<file path="src/rtl/alu_arbiter_pkg.sv">
// Shared definitions for the execute-stage ALU arbiter: ALU codes, flag bit
// positions and the arbiter FSM state type.
package alu_pkg;

  localparam logic [3:0] ALU_ADD  = 4'b0000;
  localparam logic [3:0] ALU_SUB  = 4'b0001;
  localparam logic [3:0] ALU_MUL  = 4'b0010;
  localparam logic [3:0] ALU_OR   = 4'b0011;
  localparam logic [3:0] ALU_MOD  = 4'b0100;
  localparam logic [3:0] ALU_AND  = 4'b0101;
  localparam logic [3:0] ALU_COPY = 4'b0110;
  localparam logic [3:0] ALU_DIV  = 4'b1000;

  // Flag vector layout {neg, zero, carry, overflow}
  localparam int unsigned FLAG_NEG   = 3;
  localparam int unsigned FLAG_ZERO  = 2;
  localparam int unsigned FLAG_CARRY = 1;
  localparam int unsigned FLAG_OVF   = 0;

  // Flags reported for a trapped divide/modulus by zero: zero only
  localparam logic [3:0] TRAP_FLAGS = 4'(1 << FLAG_ZERO);

  typedef enum logic [1:0] {
    S_IDLE,
    S_EXEC,
    S_RESP
  } state_t;

endpackage

</file>
<file path="src/rtl/alu_arbiter_if.sv">
// Requester-side request/response bundle of the ALU arbiter.
interface alu_arbiter_if #(
  parameter int N    = 8,
  parameter int REQS = 4
);
  logic [REQS-1:0]   req_valid;
  logic [REQS-1:0]   req_ready;
  logic [REQS*N-1:0] req_a;
  logic [REQS*N-1:0] req_b;
  logic [REQS*4-1:0] req_ctrl;
  logic [REQS-1:0]   rsp_valid;
  logic [REQS-1:0]   rsp_ready;
  logic [N-1:0]      rsp_result;
  logic [3:0]        rsp_flags;
  logic              rsp_err;

  modport master (
    output req_valid, req_a, req_b, req_ctrl, rsp_ready,
    input  req_ready, rsp_valid, rsp_result, rsp_flags, rsp_err
  );

  modport slave (
    input  req_valid, req_a, req_b, req_ctrl, rsp_ready,
    output req_ready, rsp_valid, rsp_result, rsp_flags, rsp_err
  );
endinterface

</file>
<file path="src/rtl/alu_arbiter_rr_arbiter.sv">
// Combinational round-robin picker: first set request at or after ptr,
// wrapping modulo REQS.
module rr_arbiter #(
  parameter int REQS = 4,
  parameter int PW   = $clog2(REQS)
) (
  input  logic [REQS-1:0] req,
  input  logic [PW-1:0]   ptr,
  output logic [REQS-1:0] grant,
  output logic [PW-1:0]   winner
);

  int unsigned idx;
  logic [PW-1:0] sel;
  logic found;

  // Scan REQS positions starting at ptr and take the first valid one
  always_comb begin
    grant  = '0;
    winner = '0;
    found  = 1'b0;
    idx    = 0;
    sel    = '0;
    for (int unsigned off = 0; off < REQS; off++) begin
      idx = 32'(ptr) + off;
      if (idx >= REQS) idx = idx - REQS;
      sel = PW'(idx);
      if (!found && req[sel]) begin
        found      = 1'b1;
        grant[sel] = 1'b1;
        winner     = sel;
      end
    end
  end

endmodule

</file>
<file path="src/rtl/alu_arbiter.sv">
// Round-robin sharing of one external combinational ALU among REQS
// requesters; one operation in flight, registered response, div/mod-by-zero
// trapped before reaching the ALU.
module alu_arbiter
  import alu_pkg::*;
#(
  parameter int N    = 8,
  parameter int REQS = 4
) (
  input  logic          clk,
  input  logic          rst,
  alu_arbiter_if.slave  bus,
  output logic [N-1:0]  alu_a,
  output logic [N-1:0]  alu_b,
  output logic [3:0]    alu_ctrl,
  input  logic [N-1:0]  alu_result,
  input  logic [3:0]    alu_flags
);

  localparam int PW = $clog2(REQS);

  state_t          state, state_nx;
  logic [PW-1:0]   ptr, id, winner;
  logic [REQS-1:0] grant;
  logic [N-1:0]    op_a, op_b;
  logic [3:0]      op_ctrl;
  logic            trap;
  logic            accept;

  rr_arbiter #(.REQS(REQS)) u_arb (
    .req    (bus.req_valid),
    .ptr    (ptr),
    .grant  (grant),
    .winner (winner)
  );

  assign trap   = ((op_ctrl == ALU_DIV) || (op_ctrl == ALU_MOD)) && (op_b == '0);
  assign accept = (state == S_IDLE) && (|bus.req_valid);

  // State register
  always_ff @(posedge clk or posedge rst) begin
    if (rst) state <= S_IDLE;
    else     state <= state_nx;
  end

  // Next state, handshake strobes and ALU drive
  always_comb begin
    state_nx      = state;
    bus.req_ready = '0;
    bus.rsp_valid = '0;
    alu_a         = '0;
    alu_b         = '0;
    alu_ctrl      = ALU_COPY;
    case (state)
      S_IDLE: begin
        // rst gating keeps the grant low while reset is held with requests pending
        if (!rst) bus.req_ready = grant;
        if (|bus.req_valid) state_nx = S_EXEC;
      end
      S_EXEC: begin
        alu_a    = op_a;
        alu_b    = trap ? '0 : op_b;
        alu_ctrl = trap ? ALU_COPY : op_ctrl;
        state_nx = S_RESP;
      end
      S_RESP: begin
        bus.rsp_valid[id] = 1'b1;
        if (bus.rsp_ready[id]) state_nx = S_IDLE;
      end
      default: state_nx = S_IDLE;
    endcase
  end

  // Operand capture at acceptance, response capture at the end of EXEC
  always_ff @(posedge clk or posedge rst) begin
    if (rst) begin
      ptr            <= '0;
      id             <= '0;
      op_a           <= '0;
      op_b           <= '0;
      op_ctrl        <= ALU_COPY;
      bus.rsp_result <= '0;
      bus.rsp_flags  <= '0;
      bus.rsp_err    <= 1'b0;
    end else begin
      if (accept) begin
        op_a    <= bus.req_a[winner*N +: N];
        op_b    <= bus.req_b[winner*N +: N];
        op_ctrl <= bus.req_ctrl[winner*4 +: 4];
        id      <= winner;
        ptr     <= (winner == PW'(REQS-1)) ? '0 : winner + 1'b1;
      end
      if (state == S_EXEC) begin
        bus.rsp_result <= trap ? '0 : alu_result;
        bus.rsp_flags  <= trap ? TRAP_FLAGS : alu_flags;
        bus.rsp_err    <= trap;
      end
    end
  end

endmodule

</file>
<file path="src/flat_wrapper.sv">
// flat-port wrapper written by rule: the top's interface ports become plain ports
module alu_arbiter_flat import alu_pkg::*;
#(
  parameter int N    = 8,
  parameter int REQS = 4
)
  (clk, rst, alu_a, alu_b, alu_ctrl, alu_result, alu_flags, bus_req_valid, bus_req_a, bus_req_b, bus_req_ctrl, bus_rsp_ready, bus_req_ready, bus_rsp_valid, bus_rsp_result, bus_rsp_flags, bus_rsp_err);
  alu_arbiter_if #(.N(N), .REQS(REQS)) bus_i ();
  input  logic clk;
  input  logic rst;
  output logic [N-1:0] alu_a;
  output logic [N-1:0] alu_b;
  output logic [3:0] alu_ctrl;
  input  logic [N-1:0] alu_result;
  input  logic [3:0] alu_flags;
  input wire logic [$bits(bus_i.req_valid)-1:0] bus_req_valid;
  input wire logic [$bits(bus_i.req_a)-1:0] bus_req_a;
  input wire logic [$bits(bus_i.req_b)-1:0] bus_req_b;
  input wire logic [$bits(bus_i.req_ctrl)-1:0] bus_req_ctrl;
  input wire logic [$bits(bus_i.rsp_ready)-1:0] bus_rsp_ready;
  output wire logic [$bits(bus_i.req_ready)-1:0] bus_req_ready;
  output wire logic [$bits(bus_i.rsp_valid)-1:0] bus_rsp_valid;
  output wire logic [$bits(bus_i.rsp_result)-1:0] bus_rsp_result;
  output wire logic [$bits(bus_i.rsp_flags)-1:0] bus_rsp_flags;
  output wire logic [$bits(bus_i.rsp_err)-1:0] bus_rsp_err;
  assign bus_i.req_valid = bus_req_valid;
  assign bus_i.req_a = bus_req_a;
  assign bus_i.req_b = bus_req_b;
  assign bus_i.req_ctrl = bus_req_ctrl;
  assign bus_i.rsp_ready = bus_rsp_ready;
  assign bus_req_ready = bus_i.req_ready;
  assign bus_rsp_valid = bus_i.rsp_valid;
  assign bus_rsp_result = bus_i.rsp_result;
  assign bus_rsp_flags = bus_i.rsp_flags;
  assign bus_rsp_err = bus_i.rsp_err;
  alu_arbiter #(.N(N), .REQS(REQS)) u_core (.clk(clk), .rst(rst), .bus(bus_i), .alu_a(alu_a), .alu_b(alu_b), .alu_ctrl(alu_ctrl), .alu_result(alu_result), .alu_flags(alu_flags));
endmodule
</file>
<file path="config.mk">
export PLATFORM = sky130hd
export DESIGN_NAME = alu_arbiter_flat
export DESIGN_NICKNAME = d
export VERILOG_FILES = /design/src/rtl/alu_arbiter_pkg.sv /design/src/rtl/alu_arbiter_if.sv /design/src/rtl/alu_arbiter_rr_arbiter.sv /design/src/rtl/alu_arbiter.sv /design/src/flat_wrapper.sv
export SDC_FILE = /design/constraint.sdc
export NUM_CORES = 1
export LEC_CHECK = 0
export CAP_MARGIN = 20
export CORE_MARGIN = 5
export CORE_UTILIZATION = 40
export CTS_BUF_LIST = sky130_fd_sc_hd__clkbuf_8
export DETAILED_ROUTE_END_ITERATION = 10
export PLACE_DENSITY_LB_ADDON = 0.25
export SLEW_MARGIN = 20
export SYNTH_ARGS = -nofsm -noshare
export SYNTH_HDL_FRONTEND = slang
export SYNTH_SLANG_ARGS = --single-unit
</file>
<file path="constraint.sdc">
create_clock -name clk -period 9.6 [get_ports clk]
set_clock_uncertainty 0.1 [all_clocks]
set_input_delay 0.96 -clock clk [delete_from_list [all_inputs] [get_ports clk]]
set_output_delay 0.96 -clock clk [all_outputs]
set_load 0.05 [all_outputs]
</file>
==> reports/metrics.yaml, run 1 <==
outcome: "completed"
cp_max_fo: 40
placed_cell_area_um2: 4480
hold_path_depth: 1
vias: 3229
rr_startpoint: "u_core.ptr[0]"
drtPass1Iterations: 4
clkPwrFrac: 0.067
seqPwrFrac: 0.196
setup_viol: 0
crit_path_end_kind: "primary output"
max-slew-margin-rel: 0.294
drive_gt1_frac: 0.0670
synthCells: 336
cp.required_ps: 8540
synth_area_um2: 3040
antenna_found_initial: 0
rr_worst_depth: 9
grt_pass1_wl_um: 17000
grt_use_total: 0.217
syn-num-nets: 446
placementRows: 31
hold_buffers: 0
root_buffer: "clkbuf_8"
die_h_um: 97.1
cts-resized-gates: 0
synth_edf_count: 0
fmax_ghz: 0.182
coreArea_um2: 7330
synth_ff_type: "dfrtp_1"
ant_nets: 0
rsz0062_at_grt: "no"
first_iter_violations: 160
async_reset_ff_frac: 1.00
avgSynthCellArea_um2: 9.03
totalWireLength_um: 10300
fillers: 626
hpwlAfterDp_um: 7810
area_growth_pct: 50.2
cts_tree: "yes"
viasPerCell: 5.75
layout_common_cells: "142 x clkdlybuf4s50_1, 37 x dfrtp_1, 27 x a22o_1"
vdd_drop_max_v: 0.000151
n_antenna_cell: 0
startpoint: "u_core.ptr[0]"
hold_viol_final: 0
ys_seq_elements: 39
synthDistinctLibCells: 52
initial_core_util: 0.414
drv_cap: 0
grt_max_degree: 41
hp-start: "u_core.bus.rsp_result[1]"
cts.sinks: 39
clk_latency_ps: 290
cell_internal_pwr_w: 0.000764
sw_frac_of_total: 0.524
cp_data_arrival_time_ps: 4440
drc: 0
power_density_nw_per_um2: 352
post-route-util: 0.622
design.die.area_um2: 9430
finalSetupTns_ps: 0
post_cts_buffers: 0
stdcell_area_um2: 4560
worst_hold_slack_ps: 408
final_nets: 572
clock_path_buffers: 2
portBuffers: 142
switching_power_w: 0.000841
ioPinCount: 143
hp-class: "flop to flop"
drv_slew: 0
worstMarginPinSlew_ps: 1030
yosysWarnings: 0
die_x_um: 97.1
critical_path_class: "flop to primary output"
grt_pass1_vias: 3164
gr-total-overflow: 0
clk_pin_slew_ps: 70
htreeDepth: 2
leakagePower_nw: 1.88
yosysSeqAreaShare: 0.322
fin_crit_sh: 0.573
combinationalPowerShare: 0.737
numCtsBuffers: 5
final_common_cell: "clkdlybuf4s50_1"
period_needed_ps: 5500
wire_per_inst_um: 18.4
crit_path_start_kind: "flop"
place_congestion: 0.853
==> cell type report <==
type,count,area (um2),share of cell area
multi-input combinational,259,1880,0.412
sequential,39,978,0.215
clock inverter,3,16.3,0.00357
tap,99,124,0.0272
clock buffer,5,68.8,0.0151
timing repair buffer,147,1460,0.320
inverter,10,37.5,0.00823
==> layer usage <==
layer / up-vias / part of all wire / track usage
met3: 17 / 0.073 / 0.0531
met2: 134 / 0.47 / 0.352
li1: 1526 / - / -
met1: 1552 / 0.43 / 0.286
met4: 0 / 0.026 / 0.0637
met5: - / 0 / 0
==> through the flow <==
step	power (W)	setup WS, ps	std cells
floorplan	0.00119	5530	336
global placement	0.00147	4600	554
detailed placement	0.00150	4420	554
CTS	0.00161	4160	562
global route	0.00173	3820	562
finish	0.00160	4100	562
==> critical path, stage by stage (launching register included) <==
cell	delay [ps]
dfrtp_1	330
buf_4	380
clkinv_1	420
ha_1	520
mux4_2	470
nor2b_1	690
a22oi_1	150
nor2_1	170
a221oi_1	70
nor2_1	130
clkdlybuf4s50_1	820
==> power groups by stage <==
stage / registers [W] / clock network [W] / logic (W)
finish: 0.000314 / 0.000108 / 0.00118
global route: 0.000327 / 0.000117 / 0.00128
CTS: 0.000314 / 0.000111 / 0.00118
detailed placement: 0.000318 / 0 / 0.00118
global placement: 0.000313 / 0 / 0.00116
floorplan: 0.000394 / 0 / 0.000798
==> Yosys cell counts (3+ instances only) <==
master / n / share of area
dfrtp_1: 37 / 0.31
a22o_1: 27 / 0.078
a21oi_1: 23 / 0.038
nand3_1: 23 / 0.038
nor2_1: 22 / 0.027
and2_1: 21 / 0.043
o21ai_0: 21 / 0.035
a211o_1: 19 / 0.055
clkbuf_1: 17 / 0.021
nand2_1: 13 / 0.016
ha_1: 8 / 0.033
inv_1: 8 / 0.0099
nand2b_1: 7 / 0.014
nor3_1: 7 / 0.012
buf_2: 5 / 0.0082
mux4_2: 5 / 0.037
a221oi_1: 4 / 0.012
a22oi_1: 4 / 0.0099
buf_6: 4 / 0.015
mux2i_1: 4 / 0.013
or3_1: 4 / 0.0082
a31oi_1: 3 / 0.0062
a41oi_1: 3 / 0.0087
mux2_2: 3 / 0.011
nor2b_1: 3 / 0.0062
nor4_1: 3 / 0.0062
==> final timing paths <==
path	endpoint	slack [ps]
setup reg to reg	u_core.op_b[0]	4910
hold / removal	u_core.bus.rsp_result[1]	410
min in group asynchronous	u_core.state[1]	1030
max in group asynchronous	u_core.op_ctrl[2]	8010
setup / recovery	bus_req_ready[2]	4100
hold reg to reg	u_core.bus.rsp_result[1]	410
==> state kept, by name, summed over array words and instances, names as in the netlist <==
register and flops:
u_core.bus.rsp_result 8, u_core.ptr 2, u_core.op_ctrl 4, u_core.bus.rsp_err 1, u_core.bus.rsp_flags 4, u_core.op_b 8
u_core.state 2, u_core.op_a 8, u_core.id 2
==> logic make-up after synthesis <==
logic type	after synthesis	synth area share
AO/OA/AOI/OAI	125	0.310
XOR/XNOR	2	0.00577
flip-flops	39	0.322
adder cells (fa/ha/maj)	8	0.0330
buffers and inverters	38	0.0602
AND/OR/NAND/NOR	112	0.208
multiplexers	12	0.0614
No activity file was read; power rests on OpenSTA's default activity.
==> run 2, diff against run 1 <==
--- a/config.mk
+++ b/config.mk
@@ -7,7 +7,7 @@
 export LEC_CHECK = 0
 export CAP_MARGIN = 20
 export CORE_MARGIN = 5
-export CORE_UTILIZATION = 40
+export CORE_UTILIZATION = 39
 export CTS_BUF_LIST = sky130_fd_sc_hd__clkbuf_8
 export DETAILED_ROUTE_END_ITERATION = 10
 export PLACE_DENSITY_LB_ADDON = 0.25
==> constraint.sdc (replaced) <==
create_clock -name clk -period 4.5 [get_ports clk]
set_clock_uncertainty 0.1 [all_clocks]
set_input_delay 0.45 -clock clk [delete_from_list [all_inputs] [get_ports clk]]
set_output_delay 0.45 -clock clk [all_outputs]
set_load 0.05 [all_outputs]
==> reports/metrics.yaml, run 2 (same netlist as run 1, synthesis figures left out) <==
slowest_delay_ps: 670  # -150 ps
leakagePower_nw: 1.92  # +1.8%
drc: 0  # unchanged
cp.buffers_inverters: 2  # -1
cp_max_fo: 11  # -73%
first_iter_violations: 236  # +48%
worstMarginPinSlew_ps: 797  # -232 ps
grt_pass1_vias: 3211  # +1.5%
hold_buffers: 0  # unchanged
crit_path_end_kind: "primary output"
hold_path_depth: 1  # unchanged
cp_data_arrival_time_ps: 3300  # -1140 ps
viasPerCell: 5.65  # -1.7%
clock_path_buffers: 2  # unchanged
crit_slowest_cell: "nor2b_1"
critical-path-top-delay-family: "simple AND/OR/NAND/NOR gates"
vdd_drop_max_v: 0.000295  # +95%
vias: 3215  # -0.43%
grt_use_total: 0.207  # -0.0101
final_common_cell: "clkdlybuf4s50_1"
cp_common_cell: "nor2_1"
drtPass1Iterations: 5  # +1
rr_startpoint: "u_core.ptr[1]"
hpwlAfterDp_um: 7800  # -0.14%
drive_gt1_frac: 0.0814  # +0.0144
ant_nets: 0  # unchanged
drv_slew: 0  # unchanged
hp-class: "flop to flop"
cts.sinks: 39  # unchanged
n_antenna_cell: 0  # unchanged
setup_viol: 0  # unchanged
totalWireLength_um: 10200  # -0.95%
top_regs: "u_core.bus.rsp_result x8, u_core.op_a x8, u_core.op_b x8"
placementRows: 32  # +3.2%
area_growth_pct: 52.6
grt_pass1_wl_um: 16400  # -3.4%
rrSetupSlack_ps: 840  # -4070 ps
design.die.area_um2: 9650  # +2.3%
worstPathCellList: "inv_1 > ha_1 > mux4_2 > nor2b_1 > a22oi_1 > nor2_1 > a221oi_1 > nor2_1 > buf_12"
fmax_ghz: 0.260
cp.required_ps: 3950  # -4590 ps
cts-resized-gates: 0  # unchanged
clk_latency_ps: 300  # about the same
wire_per_inst_um: 18.0  # -2.2%
grt_max_degree: 40  # -2.4%
htreeDepth: 2  # unchanged
startpoint: "u_core.ptr[1]"
max-slew-margin-rel: 0.467  # +0.173
place_congestion: 0.916  # +7.3%
critical_path_class: "flop to primary output"
cts_tree: "yes"
power.total_w: 0.00346  # +120%
ioPinCount: 143  # unchanged
cp-endpoint: "bus_req_ready[3]"
period_needed_ps: 3850
initial_core_util: 0.397  # -0.0171
fin_crit_sh: 0.855
portBuffers: 142  # unchanged
die_h_um: 98.2  # +1.1%
die_x_um: 98.2  # +1.1%
gr-total-overflow: 0  # unchanged
post_cts_buffers: 0  # unchanged
drv_cap: 0  # unchanged
hold_viol_final: 0  # unchanged
antenna_found_initial: 0  # unchanged
worstSetupPathDepth: 9  # -1
clk_pin_slew_ps: 80  # about the same
outcome: "completed"
numCtsBuffers: 5  # unchanged
root_buffer: "clkbuf_8"
crit_path_start_kind: "flop"
final_nets: 576  # +0.70%
coreArea_um2: 7650  # +4.3%
rr_endpoint: "u_core.op_b[2]"
layout_common_cells: "138 x clkdlybuf4s50_1, 37 x dfrtp_1, 27 x a22o_1"
rsz0062_at_grt: "no"
finalSetupTns_ps: 0  # unchanged
rr_worst_depth: 9  # unchanged
power_density_nw_per_um2: 746  # +110%
-- run 2: cell count changes in the layout (fill, tap and decap cells not counted) --
cell / before / now
buf_12: 0 / 4
buf_4: 5 / 9
clkdlybuf4s50_1: 142 / 138
clkinv_1: 2 / 3
inv_1: 9 / 8
nor2b_1: 2 / 3
nor2b_2: 1 / 0
-- run 2: final cells by class --
class | count | area [um2]
Clock buffer | 5 | 68.8
Clock inverter | 3 | 16.3
Fill cell | 677 | 3020
Inverter | 10 | 37.5
Multi-Input combinational cell | 259 | 1870
Sequential cell | 39 | 978
Tap cell | 102 | 128
Timing Repair Buffer | 151 | 1530
-- run 2: layer usage --
metal	track usage	part of all wire	vias to the layer above
met5	0	0	-
met4	0.0525	0.019	0
met3	0.0493	0.078	16
met2	0.336	0.47	158
met1	0.278	0.44	1506
li1	-	-	1535
-- run 2: power breakdown --
| part | internal (W) | switching, W |
|---|---|---|
| Combinational | 0.00102 | 0.00153 |
| Sequential | 0.000540 | 0.000137 |
| Clock | 0.000106 | 0.000128 |
-- run 2: worst register-to-register path, stage by stage (launching register included) --
cell	delay [ps]
dfrtp_1	580
inv_1	170
ha_1	410
mux4_2	460
nor2b_1	670
o21ai_4	270
a2111oi_4	400
buf_4	280
a22o_1	170
a211o_1	90
-- run 2: worst min-delay path by stage --
stage | endpoint | from
2_1_floorplan | u_core.op_ctrl[1] | u_core.op_ctrl[1]
3_3_place_gp | u_core.bus.rsp_flags[0] | u_core.bus.rsp_flags[0]
3_5_place_dp | u_core.bus.rsp_flags[0] | u_core.bus.rsp_flags[0]
4_1_cts | u_core.bus.rsp_flags[1] | u_core.bus.rsp_flags[1]
5_1_grt | u_core.bus.rsp_flags[0] | u_core.bus.rsp_flags[0]
6_report | u_core.bus.rsp_flags[0] | u_core.bus.rsp_flags[0]
-- run 2: through the flow --
| step | utilization | cell area [um2] | setup slack, ps | cells | hold slack (ps) |
|---|---|---|---|---|---|
| after floorplan | - | 3040 | 943 | 336 | 402 |
| after global placement | 0.594 | 4540 | 927 | 560 | 388 |
| after detailed placement | 0.595 | 4550 | 816 | 561 | 394 |
| after CTS | 0.606 | 4630 | 667 | 569 | 417 |
| after global routing | 0.606 | 4630 | 357 | 569 | 430 |
| final | 0.606 | 4630 | 654 | 569 | 412 |
==> run 3, diff against run 2 <==
--- a/config.mk
+++ b/config.mk
@@ -11,7 +11,7 @@
 export CTS_BUF_LIST = sky130_fd_sc_hd__clkbuf_8
 export DETAILED_ROUTE_END_ITERATION = 10
 export PLACE_DENSITY_LB_ADDON = 0.25
-export SLEW_MARGIN = 20
+export SLEW_MARGIN = 0
 export SYNTH_ARGS = -nofsm -noshare
 export SYNTH_HDL_FRONTEND = slang
 export SYNTH_SLANG_ARGS = --single-unit
==> results of run 3 <==
No change in the layout: final DEF, timing and power equal those of run 2.
